==> config.mk <==
export PLATFORM = sky130hd
export DESIGN_NAME = if_id_pipeline_register_flat
export DESIGN_NICKNAME = d
export VERILOG_FILES = /design/src/rtl/if_id_pipeline_register_pkg.sv /design/src/rtl/if_id_pipeline_register_if.sv /design/src/rtl/if_id_pipeline_register_sat_counter.sv /design/src/rtl/if_id_pipeline_register.sv /design/src/flat_wrapper.sv
export SDC_FILE = /design/constraint.sdc
export NUM_CORES = 1
export LEC_CHECK = 0
export ABC_AREA = 1
export BUFFER_PORTS_ARGS = -buffer_cell sky130_fd_sc_hd__buf_2
export CAP_MARGIN = 0
export CORE_ASPECT_RATIO = 0.8
export CORE_MARGIN = 1
export CORE_UTILIZATION = 40
export DETAILED_ROUTE_END_ITERATION = 10
export PLACE_DENSITY = 0.73
export SETUP_SLACK_MARGIN = 0.02
export SYNTH_ARGS = -nofsm -noshare
export SYNTH_HDL_FRONTEND = slang
export SYNTH_HIERARCHICAL = 1
export SYNTH_SLANG_ARGS = --single-unit
==> constraint.sdc <==
create_clock -name Clk -period 3.05 [get_ports Clk]
set_clock_uncertainty 0.1 [all_clocks]
set_input_delay 0.305 -clock Clk [delete_from_list [all_inputs] [get_ports Clk]]
set_output_delay 0.305 -clock Clk [all_outputs]
set_load 0.02 [all_outputs]
==> src/rtl/if_id_pipeline_register_pkg.sv <==
// ----------------------------------------------------------------------------
// if_id_pipeline_register_pkg
//   Shared constants for the IF/ID pipeline boundary: the bubble instruction,
//   the default event-counter width and the MIPS field bit positions used by
//   both the register and its decode slices.
// ----------------------------------------------------------------------------
package if_id_pipeline_register_pkg;

   // sll $0,$0,0 -- architecturally a no-op, used as the pipeline bubble
   localparam logic [31:0] NOP_INSTR_DEFAULT = 32'h0000_0000;
   localparam int          CNT_W_DEFAULT     = 16;

   // MIPS instruction field positions
   localparam int OPC_HI = 31, OPC_LO = 26;
   localparam int RS_HI  = 25, RS_LO  = 21;
   localparam int RT_HI  = 20, RT_LO  = 16;
   localparam int RD_HI  = 15, RD_LO  = 11;
   localparam int SH_HI  = 10, SH_LO  = 6;
   localparam int FN_HI  = 5,  FN_LO  = 0;
   localparam int IMM_HI = 15, IMM_LO = 0;
   localparam int JIDX_HI = 25, JIDX_LO = 0;

   // Upper PC bits kept by a J-type target (the current 256 MB region)
   localparam int PC_SEG_HI = 31, PC_SEG_LO = 28;

   // Sign-extend the 16-bit immediate of an instruction word
   function automatic logic [31:0] imm_sext16(input logic [31:0] instr);
      return {{16{instr[IMM_HI]}}, instr[IMM_HI:IMM_LO]};
   endfunction

   // Zero-extend the 16-bit immediate of an instruction word
   function automatic logic [31:0] imm_zext16(input logic [31:0] instr);
      return {16'h0000, instr[IMM_HI:IMM_LO]};
   endfunction

endpackage

==> src/rtl/if_id_pipeline_register_if.sv <==
// ----------------------------------------------------------------------------
// if_id_pipeline_register_if
//   Bundle between fetch / hazard control and the IF/ID register, plus the
//   decode-facing outputs.
//   master : fetch side  -- drives pc_in, instr_in, Stall, Flush
//   slave  : IF/ID reg   -- drives pc_out, instr_out, valid_out, decoded
//                           fields, jump_target and both event counters
// ----------------------------------------------------------------------------
interface if_id_pipeline_register_if
   import if_id_pipeline_register_pkg::*;
#(
   parameter int CNT_W = CNT_W_DEFAULT
);

   // Fetch / hazard side
   logic [31:0]      pc_in;
   logic [31:0]      instr_in;
   logic             Stall;
   logic             Flush;

   // Decode side
   logic [31:0]      pc_out;
   logic [31:0]      instr_out;
   logic             valid_out;
   logic [5:0]       opcode;
   logic [4:0]       rs;
   logic [4:0]       rt;
   logic [4:0]       rd;
   logic [4:0]       shamt;
   logic [5:0]       funct;
   logic [31:0]      imm_sext;
   logic [31:0]      imm_zext;
   logic [31:0]      jump_target;
   logic [CNT_W-1:0] stall_count;
   logic [CNT_W-1:0] flush_count;

   modport master (
      output pc_in, instr_in, Stall, Flush,
      input  pc_out, instr_out, valid_out, opcode, rs, rt, rd, shamt, funct,
             imm_sext, imm_zext, jump_target, stall_count, flush_count
   );

   modport slave (
      input  pc_in, instr_in, Stall, Flush,
      output pc_out, instr_out, valid_out, opcode, rs, rt, rd, shamt, funct,
             imm_sext, imm_zext, jump_target, stall_count, flush_count
   );

endinterface

==> src/rtl/if_id_pipeline_register_sat_counter.sv <==
// ----------------------------------------------------------------------------
// sat_counter
//   W-bit up-counter that sticks at all-ones instead of wrapping.
//   Clk   : rising-edge clock
//   Reset : synchronous, active-high; clears the count and wins over inc
//   inc   : count one event this cycle
//   count : current value
// ----------------------------------------------------------------------------
module sat_counter #(
   parameter int W = 16
) (
   input  logic         Clk,
   input  logic         Reset,
   input  logic         inc,
   output logic [W-1:0] count
);

   logic [W-1:0] r_count;
   logic         w_at_max;

   assign w_at_max = (r_count == {W{1'b1}});

   // NOTE: clocked state uses non-blocking (<=) so every register samples
   // pre-edge values; blocking here would create order-dependent races.
   always_ff @(posedge Clk) begin
      if (Reset) begin
         r_count <= '0;
      end else if (inc && !w_at_max) begin
         r_count <= r_count + 1'b1;
      end
   end

   assign count = r_count;

endmodule

==> src/rtl/if_id_pipeline_register.sv <==
// ----------------------------------------------------------------------------
// if_id_pipeline_register
//   IF/ID pipeline boundary. Captures PC+4 and the fetched instruction each
//   edge, holds on Stall, inserts a NOP bubble on Flush (Flush beats Stall),
//   and presents pre-split MIPS fields, immediates and the J-type target.
//   Saturating counters track stalled cycles and flush events.
//   Clk   : rising-edge clock
//   Reset : synchronous, active-high
//   bus   : slave side of if_id_pipeline_register_if (fetch inputs,
//           registered outputs, decoded fields, event counters)
// ----------------------------------------------------------------------------
module if_id_pipeline_register
   import if_id_pipeline_register_pkg::*;
#(
   parameter logic [31:0] NOP_INSTR = NOP_INSTR_DEFAULT,
   parameter int          CNT_W     = CNT_W_DEFAULT
) (
   input  logic                        Clk,
   input  logic                        Reset,
   if_id_pipeline_register_if.slave    bus
);

   logic [31:0]      r_pc;
   logic [31:0]      r_instr;
   logic             r_valid;

   logic             w_stall_inc;
   logic             w_flush_inc;
   logic [CNT_W-1:0] w_stall_count;
   logic [CNT_W-1:0] w_flush_count;

   // Priority: Reset > Flush > Stall > load
   always_ff @(posedge Clk) begin
      if (Reset) begin
         r_pc    <= 32'h0;
         r_instr <= NOP_INSTR;
         r_valid <= 1'b0;
      end else if (bus.Flush) begin
         // Bubble keeps the PC so downstream debug can see where it came from
         r_pc    <= bus.pc_in;
         r_instr <= NOP_INSTR;
         r_valid <= 1'b0;
      end else if (!bus.Stall) begin
         r_pc    <= bus.pc_in;
         r_instr <= bus.instr_in;
         r_valid <= 1'b1;
      end
   end

   // A stall that coincides with a flush is not a stalled cycle
   assign w_stall_inc = bus.Stall && !bus.Flush;
   assign w_flush_inc = bus.Flush;

   sat_counter #(.W(CNT_W)) u_stall_cnt (
      .Clk   (Clk),
      .Reset (Reset),
      .inc   (w_stall_inc),
      .count (w_stall_count)
   );

   sat_counter #(.W(CNT_W)) u_flush_cnt (
      .Clk   (Clk),
      .Reset (Reset),
      .inc   (w_flush_inc),
      .count (w_flush_count)
   );

   // Registered outputs
   assign bus.pc_out      = r_pc;
   assign bus.instr_out   = r_instr;
   assign bus.valid_out   = r_valid;
   assign bus.stall_count = w_stall_count;
   assign bus.flush_count = w_flush_count;

   // Decode slices of the registered word -- no added latency
   assign bus.opcode      = r_instr[OPC_HI:OPC_LO];
   assign bus.rs          = r_instr[RS_HI:RS_LO];
   assign bus.rt          = r_instr[RT_HI:RT_LO];
   assign bus.rd          = r_instr[RD_HI:RD_LO];
   assign bus.shamt       = r_instr[SH_HI:SH_LO];
   assign bus.funct       = r_instr[FN_HI:FN_LO];
   assign bus.imm_sext    = imm_sext16(r_instr);
   assign bus.imm_zext    = imm_zext16(r_instr);
   assign bus.jump_target = {r_pc[PC_SEG_HI:PC_SEG_LO], r_instr[JIDX_HI:JIDX_LO], 2'b00};

endmodule
==> src/flat_wrapper.sv <==
// flat-port wrapper written by rule: the top's interface ports become plain ports
module if_id_pipeline_register_flat import if_id_pipeline_register_pkg::*;
#(
   parameter logic [31:0] NOP_INSTR = NOP_INSTR_DEFAULT,
   parameter int          CNT_W     = CNT_W_DEFAULT
)
  (Clk, Reset, bus_pc_in, bus_instr_in, bus_Stall, bus_Flush, bus_pc_out, bus_instr_out, bus_valid_out, bus_opcode, bus_rs, bus_rt, bus_rd, bus_shamt, bus_funct, bus_imm_sext, bus_imm_zext, bus_jump_target, bus_stall_count, bus_flush_count);
  if_id_pipeline_register_if #(.CNT_W(CNT_W)) bus_i ();
  input  logic Clk;
  input  logic Reset;
  input wire logic [$bits(bus_i.pc_in)-1:0] bus_pc_in;
  input wire logic [$bits(bus_i.instr_in)-1:0] bus_instr_in;
  input wire logic [$bits(bus_i.Stall)-1:0] bus_Stall;
  input wire logic [$bits(bus_i.Flush)-1:0] bus_Flush;
  output wire logic [$bits(bus_i.pc_out)-1:0] bus_pc_out;
  output wire logic [$bits(bus_i.instr_out)-1:0] bus_instr_out;
  output wire logic [$bits(bus_i.valid_out)-1:0] bus_valid_out;
  output wire logic [$bits(bus_i.opcode)-1:0] bus_opcode;
  output wire logic [$bits(bus_i.rs)-1:0] bus_rs;
  output wire logic [$bits(bus_i.rt)-1:0] bus_rt;
  output wire logic [$bits(bus_i.rd)-1:0] bus_rd;
  output wire logic [$bits(bus_i.shamt)-1:0] bus_shamt;
  output wire logic [$bits(bus_i.funct)-1:0] bus_funct;
  output wire logic [$bits(bus_i.imm_sext)-1:0] bus_imm_sext;
  output wire logic [$bits(bus_i.imm_zext)-1:0] bus_imm_zext;
  output wire logic [$bits(bus_i.jump_target)-1:0] bus_jump_target;
  output wire logic [$bits(bus_i.stall_count)-1:0] bus_stall_count;
  output wire logic [$bits(bus_i.flush_count)-1:0] bus_flush_count;
  assign bus_i.pc_in = bus_pc_in;
  assign bus_i.instr_in = bus_instr_in;
  assign bus_i.Stall = bus_Stall;
  assign bus_i.Flush = bus_Flush;
  assign bus_pc_out = bus_i.pc_out;
  assign bus_instr_out = bus_i.instr_out;
  assign bus_valid_out = bus_i.valid_out;
  assign bus_opcode = bus_i.opcode;
  assign bus_rs = bus_i.rs;
  assign bus_rt = bus_i.rt;
  assign bus_rd = bus_i.rd;
  assign bus_shamt = bus_i.shamt;
  assign bus_funct = bus_i.funct;
  assign bus_imm_sext = bus_i.imm_sext;
  assign bus_imm_zext = bus_i.imm_zext;
  assign bus_jump_target = bus_i.jump_target;
  assign bus_stall_count = bus_i.stall_count;
  assign bus_flush_count = bus_i.flush_count;
  if_id_pipeline_register #(.NOP_INSTR(NOP_INSTR), .CNT_W(CNT_W)) u_core (.Clk(Clk), .Reset(Reset), .bus(bus_i));
endmodule
======== Word level (Yosys, flattened, before mapping) ========
Index checks and enable logic that the tools add are counted.
W data, S select, Z words.
operators by class
  multiply operators ...................... 0
  shifts and indexed selects .............. 0
  $lt $le $gt $ge ......................... 0
  mux-type cells .......................... 2
  add/subtract/negate cells ............... 2
  reduce and logical (&&, ||, !) cells .... 7
  bitwise operators ....................... 0
  divide/modulo/power cells ............... 0
  equality and inequality tests ........... 3
operators with widths
  operator                 number
  $mux W32                 2
  $add A16 B1 Y16 const B  2
  $eq A16 B16 Y1 const B   2
  $logic_and A1 B1 Y1      3
  $logic_not A1 Y1         3
  $ne A2 B1 Y1 const B     1
  $reduce_or A2 Y1         1
word-level totals
  logic and storage cells ................. 19
  flip-flop bits (word level) ............. 97
  bits in latches ......................... 0
  output and inout port bits .............. 225
  memories ................................ 0
  bits in writable memories ............... 0
  ROM bits ................................ 0
  input port bits ......................... 68

======== Logic depth before layout (Yosys ltp) ========
Gate-level depths: netlist of the first run.
  word-level depth ........................ 3
  mapped depth ............................ 10
  gate-level depth less buffers ........... 9

======== By module ========
Netlist of the first run, hierarchy kept.
by module, submodules not included
  module                   sequential area each (µm²)  area an instance (µm²)  times used  cells each
  if_id_pipeline_register  1301.2                      3459.6                  1           479
  sat_counter              320.3                       978.4                   2           146

======== Worst setup path after synthesis of the first run ========
Ideal clock, no wire load.
  path kind ............................... register -> register
  from .................................... register u_core.u_flush_cnt.r_count[1], in the netlist u_core/u_flush_cnt/count[1]
  to ...................................... register u_core.u_flush_cnt.r_count[13], in the netlist u_core/u_flush_cnt/count[13]
  library setup time ...................... 115 ps
  data arrival time ....................... 1417 ps
  stages on the path, launching flop included .. 8
  period minus slack after synthesis ...... 1632 ps
  setup slack ............................. 1418 ps
  cell sequence ........................... dfxtp_1 ha_1 nand2_1 nor2_4 nand4_4 buf_6 a21oi_1 nor2_1
on the way
  longest elaborated chain between the ends .. 3
  elaborated cells between the ends (all ways) .. 4
  classes of those cells .................. add/sub: 1; eq/ne: 1; reduce/logical: 2
RTL lines
  what                                                     RTL line                                   source
  from (decl)                                              if_id_pipeline_register_sat_counter.sv:18  logic [W-1:0] r_count;
  from (signal assigned)                                   if_id_pipeline_register_sat_counter.sv:29  r_count <= r_count + 1'b1;
  branches (longest 3 deep; another with $add A16 B1 Y16)  -
Parallel ways; which one is timed is not known.
A chain may end at the register's enable or synchronous reset.

======== Worst setup path after layout of the first run ========
  from .................................... register u_core.u_flush_cnt.r_count[1], in the netlist u_core/u_flush_cnt/count[1]
  to ...................................... register u_core.u_flush_cnt.r_count[15], in the netlist u_core/u_flush_cnt/count[15]
Same word-level chain as after synthesis.

==> results of run 1 <==
==> worst paths after layout <==
| kind | start | end | slack (ns) | cells after the start |
|---|---|---|---|---|
| min reg2reg | u_core/bus.valid_out | u_core/bus.valid_out | 0.38 | 2 |
| max | u_core/u_flush_cnt/count[1] | u_core/u_flush_cnt/count[15] | 1.38 | 6 |
| max reg2reg | u_core/u_flush_cnt/count[1] | u_core/u_flush_cnt/count[15] | 1.38 | 6 |
| min | bus_pc_in[28] | u_core/bus.pc_out[28] | 0.09 | 3 |
==> worst max-delay path, stage by stage, from the launching register on <==
cell	delay (ns)
dfxtp_1	0.41
ha_1	0.24
nand2_1	0.11
nor2_4	0.16
nand4_4	0.26
a21oi_1	0.22
nor2_1	0.06
==> cell usage after synthesis, drive strengths merged <==
cell	n	area share
nand2	171	0.12
nand3	62	0.061
clkbuf	2	0.0028
conb	1	0.00069
ha	2	0.0046
nor2	147	0.12
nand4	6	0.012
dfxtp	97	0.36
a21oi	54	0.053
nand3b	2	0.0028
inv	63	0.044
o21ai	12	0.012
buf	152	0.20
==> sequential cells by signal (all words and copies together) (netlist names) <==
signal,count
u_core/bus.instr_out,32
u_core/bus.pc_out,32
u_core/u_flush_cnt/count,16
u_core/u_stall_cnt/count,16
u_core/bus.valid_out,1
==> power by group <==
group / internal, mW / switching [mW] / total, mW
combinational: 0.147 / 0.306 / 0.453
clock: 0.801 / 0.495 / 1.30
sequential: 1.32 / 0.0385 / 1.35
total: 2.26 / 0.840 / 3.10
==> metrics by stage <==
stage            util  area [µm²]
3_3_place_gp   0.4589        5991
6_report       0.4852        6335
5_1_grt        0.4852        6335
3_5_place_dp   0.4589        5991
4_1_cts        0.4852        6335
2_1_floorplan       -        5480
==> cell usage in the layout (no fill, tap or decap), types with 3 or more instances in the layout <==
master,instances
buf_2,274
nand2_1,159
nor2_1,132
dfxtp_1,97
inv_1,59
nand3_1,58
a21oi_1,50
conb_1,18
nor2_4,13
nand2_2,12
clkbuf_16,9
o21ai_0,6
buf_4,5
inv_2,4
nand3_2,4
o21ai_1,4
a21oi_2,4
nand4_1,4
bufinv_16,3
==> per-layer routing <==
layer / global-route usage / share of wire / vias to the layer above
li1: - / - / 2546
met1: 0.2257 / 0.43 / 2215
met2: 0.3386 / 0.51 / 145
met3: 0.04626 / 0.053 / 9
met4: 0.03821 / 0.0057 / 0
met5: 0 / 0 / -
==> kinds of logic (layout without fill, tap and decap cells) <==
kind of cell	after synthesis	count (layout)	share of synthesized area
other	1	18	0.0006923
AO/OA/AOI/OAI	66	66	0.06514
buffers and inverters	217	358	0.2499
adder cells (fa/ha/maj)	2	2	0.004619
AND/OR/NAND/NOR	388	388	0.3211
flip-flops	97	97	0.3585
==> cell type report <==
type	instances	area [µm²]
inverter	63	236.5
clock buffer	9	225.2
fill	1360	6720
timing repair buffer	279	1409
clock inverter	7	118.9
multi-input combinational	474	2185
sequential	97	1942
tap	175	219.0
==> impl_metrics.csv, run 1 <==
group,metric,value,unit
drt,post_drt_wl_per_cell,12.27,µm
pwr,irDropWorstVdd,0.2660,mV
logic_synthesis,syn_area,5416,µm²
critical_path,cp_max_fo,15,
sta,layout_min_cycle_time,1.669,ns
placement,placedCellCount,1088,
sta,setup_violations,0,
clock_network,cts_buffers,9,
grt,grt_max_degree,65,
sta,finalHoldViolCount,0,
critical_path,required,3.19,ns
drt,vias,4915,
layout,final_cells,1104,
floorplanning,core,13060,µm²
layout,area_growth,16.96,%
placement,port_buffers,274,
sta,report.final.slew_viol_count,0,
drt,dr.first_iter.drc_count,169,
floorplanning,die_w,132.1,µm
drt,firstDrtPassIters,4,
outcome,outcome,"finished, final reports clean",
clock_network,clockBufferDepth,2,
grt,grt_usage,0.1878,
placement,pre_cts_ws,1.219,ns
critical_path,start_kind,"flip-flop",
sta,maxSlewHeadroom,0.5465,
layout,drive_above_1_share,0.3638,
clock_network,cts_hold_buf,0,
clock_network,cts-resized-gates,0,
pwr,p_per_area,489.9,nW/µm²
layout,fin_nets,994,
drt,viasPerCell,4.452,
layout,diodes,0,
floorplanning,die_area,14010,µm²
critical_path,cp.arrival,1.81,ns
grt,antenna_found_initial,0,
grt,grt_pass1_vias,4126,
sta,post-route-period-util,0.5471,
floorplanning,die_y,106.1,µm
flow_run,maxCapViolCount,0,
sta,tightest_slew,0.6803,ns
sta,tns,0,ns
logic_synthesis,netlist-cell-type-count,25,
pwr,p_leak,3.366,nW
critical_path,worstSetupEndpointType,"flip-flop",
grt,grt_remaining_overflow,0,
clock_network,clock-root-buffer,"clkbuf_16",
clock_network,cts_tree,"yes",
sta,rsz0062_at_grt,"false",
clock_network,clkSinkCount,97,
drt,wl,13550,µm
drt,postRouteAntennaNets,0,
sta,clock.fmax,0.5993,GHz
logic_synthesis,ys_seq_area_frac,0.3585,
critical_path,path_class,"flip-flop to flip-flop",
floorplanning,ioPinCount,293,
clock_network,htree_levels,3,
logic_synthesis,avgSynthCellArea,7.025,µm²
drt,drcViolationCount,0,
floorplanning,start_util,0.4149,
logic_synthesis,synth_warnings,6,
clock_network,insertion_delay,0.34,ns
logic_synthesis,synth_cells,771,
pwr,power.total,3.104,mW
sta,timing.final.ws_setup,1.381,ns
grt,grt_pass1_wl,21010,µm
clock_network,post_cts_buffers,0,
placement,hpwlAfterDp,10020,µm
hold_path,hp-class,"input pin to flip-flop",
logic_synthesis,synth_seq_cells,97,
sta,hold_ws,0.08567,ns
clock_network,clk_pin_slew,0.07,ns
placement,place_congestion,0.8135,
floorplanning,rows,37,
(Power assumes the default switching activity.)
==> inputs of run 2 (changes only) <==
==> constraint.sdc (replaced) <==
create_clock -name Clk -period 1.7 [get_ports Clk]
set_clock_uncertainty 0.1 [all_clocks]
set_input_delay 0.17 -clock Clk [delete_from_list [all_inputs] [get_ports Clk]]
set_output_delay 0.17 -clock Clk [all_outputs]
set_load 0.02 [all_outputs]
==> impl_metrics.csv, run 2 (same netlist as run 1, synthesis figures left out) <==
group,metric,value,unit
floorplanning,die_area,14010,µm²
placement,place_congestion,0.8603,
drt,firstDrtPassIters,5,
floorplanning,start_util,0.4149,
clock_network,cts_buffers,9,
layout,area_growth,29.96,%
sta,timing.final.ws_setup,0.1153,ns
critical_path,crit_path_top_delay_cell,"dfxtp_2",
pwr,p_per_area,769.3,nW/µm²
sta,tightest_slew,0.7069,ns
layout,final_common_cell,"buf_2",
layout,fillers,1253,
drt,post_drt_wl_per_cell,13.00,µm
drt,drcViolationCount,0,
layout,multiInputGateArea,2220,µm²
clock_network,clkSinkCount,97,
clock_network,htree_levels,3,
drt,vias,5395,
critical_path,cp_max_fo,5,
grt,antenna_found_initial,1,
critical_path,start_kind,"flip-flop",
placement,pre_cts_ws,0.09108,ns
grt,grt_remaining_overflow,0,
critical_path,required,1.83,ns
hold_path,hp-class,"input pin to flip-flop",
grt,grt_pass1_wl,24030,µm
sta,maxSlewHeadroom,0.5288,
floorplanning,die_w,132.1,µm
floorplanning,ioPinCount,293,
placement,placedCellCount,1095,
clock_network,clock-root-buffer,"clkbuf_16",
sta,layout_min_cycle_time,1.585,ns
floorplanning,die_y,106.1,µm
clock_network,cts_tree,"yes",
critical_path,worstSetupEndpointType,"flip-flop",
placement,hpwlAfterDp,10340,µm
flow_run,maxCapViolCount,0,
sta,rsz0062_at_grt,"true",
clock_network,insertion_delay,0.34,ns
critical_path,crit_family,"simple AND/OR/NAND/NOR gates",
critical_path,cp.arrival,1.72,ns
drt,dr.first_iter.drc_count,292,
grt,grt_max_degree,65,
sta,hold_ws,0.008904,ns
sta,finalHoldViolCount,0,
floorplanning,rows,37,
critical_path,path_class,"flip-flop to flip-flop",
clock_network,clk_pin_slew,0.07,ns
drt,viasPerCell,4.580,
pwr,irDropWorstVdd,0.4689,mV
sta,post-route-period-util,0.9322,
critical_path,worstPathCellList,"ha_1 > nand3_1 > nor2_4 > nand2_1 > nor2_2 > nand3_1 > nand2_1 > nor2_1",
sta,clock.fmax,0.6310,GHz
placement,port_buffers,274,
grt,grt_pass1_vias,4856,
critical_path,max_stage_delay,0.37,ns
clock_network,clockBufferDepth,2,
layout,drive_above_1_share,0.3533,
layout,final_cells,1178,
grt,grt_usage,0.2117,
floorplanning,core,13060,µm²
sta,setup_violations,0,
sta,report.final.slew_viol_count,0,
critical_path,cp_num_buf_inv,0,
layout,fin_nets,1068,
drt,postRouteAntennaNets,0,
layout,seq_area,1949,µm²
pwr,p_leak,3.675,nW
layout,final_cell_mix,"buf_2, nand2_1, nor2_1",
outcome,outcome,"finished, final reports clean",
drt,wl,15310,µm
==> run 2: worst paths after layout <==
check / depth (start not counted) / slack (ns) / from / to
setup / recovery: 8 / 0.12 / u_core/u_stall_cnt/count[0] / u_core/u_stall_cnt/count[14]
hold / removal: 3 / 0.009 / bus_instr_in[31] / u_core/bus.instr_out[31]
setup reg to reg: 8 / 0.12 / u_core/u_stall_cnt/count[0] / u_core/u_stall_cnt/count[14]
hold reg to reg: 2 / 0.37 / u_core/bus.valid_out / u_core/bus.valid_out
==> run 2: final cells by class <==
| class | count | share of cell area |
|---|---|---|
| antenna | 1 | 0.0003555 |
| clock buffer | 10 | 0.03395 |
| clock inverter | 5 | 0.007999 |
| inverter | 63 | 0.03359 |
| multi-input combinational | 475 | 0.3153 |
| sequential | 97 | 0.2769 |
| tap | 175 | 0.03111 |
| timing repair buffer | 352 | 0.3007 |
==> run 2: timing repair <==
item,in CTS,in global routing
setup buffers,0,2
resized for setup,0,10
setup endpoints to repair,0,30
hold endpoints to repair,65,0
hold buffers,64,0
==> run 2: tightest hold or removal path, delay by kind of cell <==
kind,cells,cell delay (ns)
buffers and inverters,1,0.10
AO/OA/AOI/OAI,1,0.06
AND/OR/NAND/NOR,1,0.07
==> run 2: through the flow <==
stage	utilization	total power [mW]	cell area (µm²)	TNS, ns
final	0.5392	5.415	7039	0
after global routing	0.5392	5.664	7039	-0.0003504
after CTS	0.5346	5.470	6979	0
after detailed placement	0.4629	3.302	6043	0
after global placement	0.4629	3.294	6043	0
after floorplan	-	3.136	5480	0
==> run 2: power breakdown <==
group / internal [mW] / total, mW / switching [mW]
logic: 0.363 / 0.946 / 0.582
registers: 2.36 / 2.43 / 0.0696
clock network: 1.17 / 2.04 / 0.868
total: 3.90 / 5.42 / 1.52
==> run 2: layer usage <==
layer  up-vias  part of all wire  track usage
met4         0             0.027      0.07973
met3        33             0.062      0.05055
li1       2704                 -            -
met2       217              0.50       0.3719
met1      2441              0.41       0.2501
met5         -                 0            0
